==> config.mk <==
export PLATFORM = sky130hd
export DESIGN_NAME = alu_seq_ctrl
export DESIGN_NICKNAME = d
export VERILOG_FILES = /design/src/rtl/alu_seq_pkg.sv /design/src/rtl/alu_seq_mdu.sv /design/src/rtl/alu_seq_ctrl.sv
export SDC_FILE = /design/constraint.sdc
export NUM_CORES = 1
export LEC_CHECK = 0
export ABC_AREA = 1
export BUFFER_PORTS_ARGS = -buffer_cell sky130_fd_sc_hd__buf_4
export CORE_MARGIN = 1.5
export CORE_UTILIZATION = 64
export CTS_CLUSTER_DIAMETER = 80
export DETAILED_ROUTE_END_ITERATION = 10
export PLACE_DENSITY = 0.87
export SLEW_MARGIN = 20
export SYNTH_ARGS = -nofsm -noshare
export SYNTH_HDL_FRONTEND = slang
export SYNTH_SLANG_ARGS = --single-unit
==> constraint.sdc <==
create_clock -name clk -period 3.6 [get_ports clk]
set_input_delay 0.36 -clock clk [delete_from_list [all_inputs] [get_ports clk]]
set_output_delay 0.36 -clock clk [all_outputs]
set_load 0.005 [all_outputs]
==> src/rtl/alu_seq_pkg.sv <==
// Shared definitions for the DLX execute-stage ALU control unit and its mul/div sequencer.
// Optional feature macro: ALU_SEQ_DIV_EN (enables DIV/DIVU).
package alu_seq_pkg;

    localparam logic [3:0] CTR_AND  = 4'd0;
    localparam logic [3:0] CTR_OR   = 4'd1;
    localparam logic [3:0] CTR_ADD  = 4'd2;
    localparam logic [3:0] CTR_SLT  = 4'd3;
    localparam logic [3:0] CTR_XOR  = 4'd4;
    localparam logic [3:0] CTR_SLL  = 4'd5;
    localparam logic [3:0] CTR_SUB  = 4'd6;
    localparam logic [3:0] CTR_SLTU = 4'd7;
    localparam logic [3:0] CTR_ADDU = 4'd8;
    localparam logic [3:0] CTR_SUBU = 4'd9;
    localparam logic [3:0] CTR_SRL  = 4'd10;
    localparam logic [3:0] CTR_SRA  = 4'd11;
    localparam logic [3:0] CTR_NOR  = 4'd12;
    localparam logic [3:0] CTR_MDU  = 4'd13;
    localparam logic [3:0] CTR_NOP  = 4'd15;

    localparam logic [1:0] ALUOP_ADD = 2'b00;
    localparam logic [1:0] ALUOP_SUB = 2'b01;
    localparam logic [1:0] ALUOP_OR  = 2'b10;

    localparam logic [5:0] FN_SLL   = 6'd0;
    localparam logic [5:0] FN_SRL   = 6'd2;
    localparam logic [5:0] FN_SRA   = 6'd3;
    localparam logic [5:0] FN_MFHI  = 6'd16;
    localparam logic [5:0] FN_MFLO  = 6'd18;
    localparam logic [5:0] FN_MULT  = 6'd24;
    localparam logic [5:0] FN_MULTU = 6'd25;
    localparam logic [5:0] FN_DIV   = 6'd26;
    localparam logic [5:0] FN_DIVU  = 6'd27;
    localparam logic [5:0] FN_ADD   = 6'd32;
    localparam logic [5:0] FN_ADDU  = 6'd33;
    localparam logic [5:0] FN_SUB   = 6'd34;
    localparam logic [5:0] FN_SUBU  = 6'd35;
    localparam logic [5:0] FN_AND   = 6'd36;
    localparam logic [5:0] FN_OR    = 6'd37;
    localparam logic [5:0] FN_XOR   = 6'd38;
    localparam logic [5:0] FN_NOR   = 6'd39;
    localparam logic [5:0] FN_SLT   = 6'd42;
    localparam logic [5:0] FN_SLTU  = 6'd43;

    typedef enum logic [1:0] {
        ST_IDLE = 2'd0,
        ST_RUN  = 2'd1,
        ST_FIX  = 2'd2
    } state_t;

    typedef struct packed {
        logic [3:0] ctr;
        logic       illegal;
        logic       md;
        logic       md_div;
        logic       md_signed;
        logic       mf_hi;
        logic       mf_lo;
    } dec_t;

    function automatic dec_t decode(input logic [2:0] alu_op, input logic [5:0] fn);
        dec_t d;
        d     = '0;
        d.ctr = CTR_NOP;
        if (alu_op[2]) begin
            case (fn)
                FN_SLL:   d.ctr = CTR_SLL;
                FN_SRL:   d.ctr = CTR_SRL;
                FN_SRA:   d.ctr = CTR_SRA;
                FN_ADD:   d.ctr = CTR_ADD;
                FN_ADDU:  d.ctr = CTR_ADDU;
                FN_SUB:   d.ctr = CTR_SUB;
                FN_SUBU:  d.ctr = CTR_SUBU;
                FN_AND:   d.ctr = CTR_AND;
                FN_OR:    d.ctr = CTR_OR;
                FN_XOR:   d.ctr = CTR_XOR;
                FN_NOR:   d.ctr = CTR_NOR;
                FN_SLT:   d.ctr = CTR_SLT;
                FN_SLTU:  d.ctr = CTR_SLTU;
                FN_MFHI:  d.mf_hi = 1'b1;
                FN_MFLO:  d.mf_lo = 1'b1;
                FN_MULT:  begin d.ctr = CTR_MDU; d.md = 1'b1; d.md_signed = 1'b1; end
                FN_MULTU: begin d.ctr = CTR_MDU; d.md = 1'b1; end
`ifdef ALU_SEQ_DIV_EN
                FN_DIV:   begin d.ctr = CTR_MDU; d.md = 1'b1; d.md_div = 1'b1; d.md_signed = 1'b1; end
                FN_DIVU:  begin d.ctr = CTR_MDU; d.md = 1'b1; d.md_div = 1'b1; end
`endif
                default:  d.illegal = 1'b1;
            endcase
        end else begin
            case (alu_op[1:0])
                ALUOP_ADD: d.ctr = CTR_ADD;
                ALUOP_SUB: d.ctr = CTR_SUB;
                ALUOP_OR:  d.ctr = CTR_OR;
                default:   d.ctr = CTR_AND;
            endcase
        end
        return d;
    endfunction

endpackage

==> src/rtl/alu_seq_mdu.sv <==
// Iterative shift-add multiplier / restoring divider working on operand magnitudes.
// Divider datapath exists only when ALU_SEQ_DIV_EN is defined.
module alu_seq_mdu
    import alu_seq_pkg::*;
#(
    parameter int WIDTH = 32
) (
    input  logic             clk,
    input  logic             rst_n,
    input  logic             start,
    input  logic             step,
    input  logic             kill,
    input  logic             is_div,
    input  logic             is_signed,
    input  logic [WIDTH-1:0] a,
    input  logic [WIDTH-1:0] b,
    output logic [WIDTH-1:0] res_hi,
    output logic [WIDTH-1:0] res_lo
);

    logic [2*WIDTH-1:0] p_r;
    logic [WIDTH-1:0]   d_r;
    logic               neg_a_r;
    logic               neg_b_r;
    logic               neg_a_s;
    logic               neg_b_s;
    logic [WIDTH-1:0]   mag_a_s;
    logic [WIDTH-1:0]   mag_b_s;
    logic [WIDTH:0]     sum_s;
    logic [2*WIDTH-1:0] mul_nxt_s;
    logic [2*WIDTH-1:0] step_nxt_s;
    logic [2*WIDTH-1:0] prod_s;

    assign neg_a_s = is_signed & a[WIDTH-1];
    assign neg_b_s = is_signed & b[WIDTH-1];
    assign mag_a_s = neg_a_s ? -a : a;
    assign mag_b_s = neg_b_s ? -b : b;

    // Shift-add step: upper half accumulates, multiplier shifts out of the low end
    always_comb begin
        sum_s = {1'b0, p_r[2*WIDTH-1:WIDTH]} + {1'b0, d_r};
        if (p_r[0]) begin
            mul_nxt_s = {sum_s, p_r[WIDTH-1:1]};
        end else begin
            mul_nxt_s = {1'b0, p_r[2*WIDTH-1:1]};
        end
    end

`ifdef ALU_SEQ_DIV_EN
    logic               div_r;
    logic               b_zero_r;
    logic [WIDTH:0]     shifted_s;
    logic [WIDTH:0]     diff_s;
    logic [2*WIDTH-1:0] div_nxt_s;

    // Restoring step: remainder in the upper half, quotient bits fill the lower half
    always_comb begin
        shifted_s = p_r[2*WIDTH-1:WIDTH-1];
        diff_s    = shifted_s - {1'b0, d_r};
        if (diff_s[WIDTH]) begin
            div_nxt_s = {shifted_s[WIDTH-1:0], p_r[WIDTH-2:0], 1'b0};
        end else begin
            div_nxt_s = {diff_s[WIDTH-1:0], p_r[WIDTH-2:0], 1'b1};
        end
    end

    assign step_nxt_s = div_r ? div_nxt_s : mul_nxt_s;

    // Divide-mode flags captured at start
    always_ff @(posedge clk or negedge rst_n) begin
        if (!rst_n) begin
            div_r    <= 1'b0;
            b_zero_r <= 1'b0;
        end else if (start) begin
            div_r    <= is_div;
            b_zero_r <= (b == '0);
        end else if (kill) begin
            div_r    <= 1'b0;
            b_zero_r <= 1'b0;
        end
    end
`else
    logic unused_div_s;
    assign unused_div_s = is_div;
    assign step_nxt_s   = mul_nxt_s;
`endif

    // Operand load on start, iteration while the controller is in RUN
    always_ff @(posedge clk or negedge rst_n) begin
        if (!rst_n) begin
            p_r     <= '0;
            d_r     <= '0;
            neg_a_r <= 1'b0;
            neg_b_r <= 1'b0;
        end else if (start) begin
`ifdef ALU_SEQ_DIV_EN
            if (is_div) begin
                p_r <= {{WIDTH{1'b0}}, mag_a_s};
                d_r <= mag_b_s;
            end else begin
                p_r <= {{WIDTH{1'b0}}, mag_b_s};
                d_r <= mag_a_s;
            end
`else
            p_r <= {{WIDTH{1'b0}}, mag_b_s};
            d_r <= mag_a_s;
`endif
            neg_a_r <= neg_a_s;
            neg_b_r <= neg_b_s;
        end else if (kill) begin
            p_r     <= '0;
            d_r     <= '0;
            neg_a_r <= 1'b0;
            neg_b_r <= 1'b0;
        end else if (step) begin
            p_r <= step_nxt_s;
        end
    end

    // Sign fix; remainder follows the dividend, divide-by-zero forces an all-ones quotient
    always_comb begin
        prod_s = (neg_a_r ^ neg_b_r) ? -p_r : p_r;
        res_hi = prod_s[2*WIDTH-1:WIDTH];
        res_lo = prod_s[WIDTH-1:0];
`ifdef ALU_SEQ_DIV_EN
        if (div_r) begin
            res_hi = neg_a_r ? -p_r[2*WIDTH-1:WIDTH] : p_r[2*WIDTH-1:WIDTH];
            if (b_zero_r) begin
                res_lo = '1;
            end else if (neg_a_r ^ neg_b_r) begin
                res_lo = -p_r[WIDTH-1:0];
            end else begin
                res_lo = p_r[WIDTH-1:0];
            end
        end else begin
            res_hi = prod_s[2*WIDTH-1:WIDTH];
        end
`endif
    end

endmodule

==> src/rtl/alu_seq_ctrl.sv <==
// DLX ALU control decode plus HI/LO ownership and the multi-cycle mul/div sequencer FSM.
// Optional feature macro: ALU_SEQ_DIV_EN (enables DIV/DIVU; otherwise they decode as illegal).
module alu_seq_ctrl
    import alu_seq_pkg::*;
#(
    parameter int WIDTH = 32,
    parameter int CTR_W = 4
) (
    input  logic             clk,
    input  logic             rst_n,
    input  logic             valid_i,
    input  logic [2:0]       ALUOp,
    input  logic [5:0]       func,
    input  logic [WIDTH-1:0] a_i,
    input  logic [WIDTH-1:0] b_i,
    input  logic             kill_i,
    output logic             ready_o,
    output logic             done_o,
    output logic [CTR_W-1:0] alu_ctr,
    output logic             illegal_o,
    output logic [WIDTH-1:0] result_o,
    output logic [WIDTH-1:0] hi_o,
    output logic [WIDTH-1:0] lo_o
);

    localparam int CNT_W = $clog2(WIDTH) + 1;

    state_t           state_r;
    state_t           state_nxt_s;
    logic [CNT_W-1:0] cnt_r;
    dec_t             dec_s;
    logic             accept_s;
    logic             start_s;
    logic             kill_s;
    logic             last_s;
    logic [WIDTH-1:0] md_hi_s;
    logic [WIDTH-1:0] md_lo_s;

    assign dec_s    = decode(ALUOp, func);
    assign ready_o  = (state_r == ST_IDLE);
    assign accept_s = valid_i && ready_o;
    assign start_s  = accept_s && dec_s.md;
    assign kill_s   = kill_i && !ready_o;
    assign last_s   = (cnt_r == CNT_W'(WIDTH - 1));

    alu_seq_mdu #(.WIDTH(WIDTH)) u_mdu (
        .clk       (clk),
        .rst_n     (rst_n),
        .start     (start_s),
        .step      (state_r == ST_RUN),
        .kill      (kill_s),
        .is_div    (dec_s.md_div),
        .is_signed (dec_s.md_signed),
        .a         (a_i),
        .b         (b_i),
        .res_hi    (md_hi_s),
        .res_lo    (md_lo_s)
    );

    // Next-state logic
    always_comb begin
        state_nxt_s = state_r;
        case (state_r)
            ST_IDLE: begin
                if (start_s) begin
                    state_nxt_s = ST_RUN;
                end else begin
                    state_nxt_s = ST_IDLE;
                end
            end
            ST_RUN: begin
                if (kill_s) begin
                    state_nxt_s = ST_IDLE;
                end else if (last_s) begin
                    state_nxt_s = ST_FIX;
                end else begin
                    state_nxt_s = ST_RUN;
                end
            end
            ST_FIX:  state_nxt_s = ST_IDLE;
            default: state_nxt_s = ST_IDLE;
        endcase
    end

    // State register and RUN-cycle counter (cleared whenever not iterating)
    always_ff @(posedge clk or negedge rst_n) begin
        if (!rst_n) begin
            state_r <= ST_IDLE;
            cnt_r   <= '0;
        end else begin
            state_r <= state_nxt_s;
            if (state_r == ST_RUN) begin
                cnt_r <= cnt_r + CNT_W'(1);
            end else begin
                cnt_r <= '0;
            end
        end
    end

    // Registered outputs; a killed FIX leaves HI/LO untouched and raises no done
    always_ff @(posedge clk or negedge rst_n) begin
        if (!rst_n) begin
            alu_ctr   <= CTR_W'(CTR_NOP);
            done_o    <= 1'b0;
            illegal_o <= 1'b0;
            result_o  <= '0;
            hi_o      <= '0;
            lo_o      <= '0;
        end else if (accept_s) begin
            alu_ctr   <= CTR_W'(dec_s.ctr);
            done_o    <= !dec_s.md;
            illegal_o <= dec_s.illegal;
            if (dec_s.mf_hi) begin
                result_o <= hi_o;
            end else if (dec_s.mf_lo) begin
                result_o <= lo_o;
            end else begin
                result_o <= '0;
            end
        end else if ((state_r == ST_FIX) && !kill_i) begin
            done_o    <= 1'b1;
            illegal_o <= 1'b0;
            result_o  <= '0;
            hi_o      <= md_hi_s;
            lo_o      <= md_lo_s;
        end else begin
            done_o    <= 1'b0;
            illegal_o <= 1'b0;
            result_o  <= '0;
        end
    end

endmodule

==> reports/metrics.cfg <==
[worst_setup_path]
slowest_delay_ns=0.86
cp_common_cell=nor2_4
r2r_slack_ns=0.78
crit_path_top_delay_cell=nor2_4
crit_chain=nor2_2 -> nor2_1 -> nor2_4 -> inv_2 -> nor2_4 -> inv_4 -> nand2_1 -> o21ai_1
worstPathMaxFanout=46
crit_buf_inv=2
cp-end-kind=flop
r2r_start=state_r[1]
critPathArrivalTime_ns=3.22
criticalPathCategory=reg -> reg
r2r_end=u_mdu.p_r[0]
path_depth=8
startpoint_type=flop
critical_path.top_delay_family=simple AND/OR/NAND/NOR gates
required_ns=4.00
reg2reg_depth=8

[route]
wl_per_cell_um=16.99
drc_errors=0
viasPerCell=5.808
first_pass_iters=6
vias=16993
drt_iter0_drc=1986
wl_um=49730
ant_nets=0

[floorplanning]
die_x_um=156.6
die_h_um=156.6
die_area_um2=24520
core_area_um2=23330
rows=56
start_util_pct=64.71
ios=180

[pwr]
p_int_uw=4810
vdd_ir_drop_max_uv=313.1
p_per_area_nw_per_um2=459.4
power_frac_seq_pct=37.5
switching_share_pct=39.98
pwr-share-clk_pct=28.8
p_leak_uw=0.009270
power_uw=8015
pwr-share-comb_pct=33.8
p_switching_uw=3205

[timing]
worst_slew_margin_rel_pct=26.74
worstMarginPinSlew_ns=1.096
setup_viol=0
hold_violations=0
rsz0062_at_grt=false
finalCriticalPeriod_ns=2.819
max_freq_mhz=354.8
min_period_over_period_pct=78.30
slew_viol_final=0
fin_ws_ns=0.7812
fin_setup_tns_ns=0
fin_skew_ns=0.01784

[hold_path]
min_to=u_mdu.d_r[16]
hold_class=in -> reg
holdPathStages=3
min_from=a_i[16]

[synth]
yosysSeqAreaShare_pct=34.50
syn_nets=2551
synthesis.area_um2=15100
synthCells=2437
yosysUniqueCellTypes=39
yosysTopAreaCellShare_pct=33.81
syn_avg_cell_area_um2=6.196
yosys-top-cells-area=dfrtp_1, nand2_1, inv_1
synth_top_cell_by_area=dfrtp_1
yosys_warnings=0
yosys_register_bits=208

[global_routing]
grt_max_degree=100
grt_overflow=0
antenna_found_initial=0
grt_pass1_vias=15014
grt_pass1_wl_um=77220
track_usage_pct=40.23

[clocking]
h-tree-depth=1
clk_path_buf_depth=3
post_cts_buffers=0
cts_sinks=208
cts-root-buf=clkbuf_16
clk-insertion-delay-late_ns=0.53
clk_pin_slew_worst_paths_ns=0.06
cts_tree=done
cts_buffers=23

[placement]
dpl.hpwl_um=37980
gp_congestion=1.064
numPortBuffers=179
dp_slack_ns=0.8439

[cells_and_area]
antenna_cells=0
layout-drive-gt1-share_pct=10.05
fillers=1924
final_net_count=2705
final_util_pct=74.77
multi_input_area_um2=8489
seqCellArea_um2=5210
synthToLayoutAreaGrowth_pct=15.55

[job]
maxCapViolations=0

[outcome]
status=complete, no violations

==> cell usage in the layout (no fill, tap or decap), types with 3 or more instances in the layout <==
cell type	instances
o22ai_1	16
xnor2_1	4
nand3b_1	10
clkinv_2	4
clkbuf_16	23
o21ai_1	15
clkbuf_8	4
inv_1	292
nor3_1	25
nand3_1	216
a22oi_1	8
nor2_1	259
nor2_2	11
nand4_1	34
o211ai_1	10
xor2_1	32
a21oi_1	113
inv_2	4
and3_1	3
ha_1	36
clkbuf_1	7
inv_6	3
buf_4	195
nand2_1	915
o21ai_0	130
dfstp_2	4
or2_2	4
dfrtp_1	204
o31ai_1	6
==> kinds of logic (layout without fill, tap and decap cells) <==
kind of cell	Yosys count	count (layout)	share of synthesized area, %
flops	208	208	34.50
compound gates	303	303	10.66
buf+inv	367	537	9.364
fa+ha+maj	37	37	3.116
simple gates	1486	1486	40.27
xor+xnor	36	36	2.088
==> cell usage after synthesis (all sizes together) <==
cell type	number
a21oi	113
a22o	1
a22oi	8
a31oi	1
and2	2
and3	3
buf	28
clkbuf	41
clkinv	1
dfrtp	204
dfstp	4
fa	1
ha	36
inv	297
nand2	917
nand3	217
nand3b	10
nand4	34
nor2	272
nor3	26
nor4	1
o211ai	10
o21a	1
o21ai	145
o21bai	2
o22ai	16
o31ai	6
or2	4
xnor2	4
xor2	32
==> flip-flops by register name (all words and copies together), names as in the netlist <==
register       flops
hi_o              32
u_mdu.neg_b_r      1
result_o          32
cnt_r              6
u_mdu.d_r         32
state_r            2
u_mdu.p_r         64
done_o             1
alu_ctr            4
lo_o              32
u_mdu.neg_a_r      1
illegal_o          1
==> worst min-delay path: stages <==
cell and delay (ns):
buf_4 0.11, o21ai_1 0.07, nand2_1 0.04
==> per-stage QoR <==
stage | instances | cell area [µm²] | hold WS, ns
global route | 2926 | 17450 | 0.1151
global placement | 2884 | 16720 | 0.4468
floorplan | 2437 | 15100 | 0.06441
detailed placement | 2884 | 16720 | 0.4554
finish | 2926 | 17450 | 0.09320
CTS | 2926 | 17450 | 0.08969
==> what timing repair did <==
action | CTS | global route
hold buffers | 1 | 0
resized for setup | 0 | 0
endpoints found under the hold margin | 87 | 0
==> per-layer routing <==
layer / up-vias / wire length (µm) / GRT usage (%)
met4: 0 / 2386 / 18.59
li1: 8058 / - / -
met3: 164 / 5684 / 6.037
met1: 7635 / 20210 / 55.67
met5: - / 0 / 0
met2: 1136 / 21440 / 62.39
==> worst max path at each step <==
stage,start,end
3_3_place_gp,func[4],u_mdu.p_r[23]
3_5_place_dp,func[2],u_mdu.p_r[0]
5_1_grt,state_r[1],u_mdu.p_r[42]
2_1_floorplan,u_mdu.p_r[0],hi_o[4]
6_report,state_r[1],u_mdu.p_r[0]
4_1_cts,state_r[1],u_mdu.p_r[0]
==> area by class of cell <==
cell class                      count  area share, %
Inverter                          298          6.426
Tap cell                          319          2.288
Sequential cell                   208          29.86
Clock buffer                       33          3.686
Clock inverter                      8         0.4375
Multi-Input combinational cell   1862          48.66
Timing Repair Buffer              198          8.642
==> power groups by stage <==
stage	registers [µW]	logic [µW]	clock network, µW
floorplan	2850	1850	0
global placement	2990	2560	0
detailed placement	3010	2610	0
CTS	2970	2640	2300
global route	3020	3000	2400
finish	3000	2710	2310
Note: power is estimated with default switching activity, not from simulation.
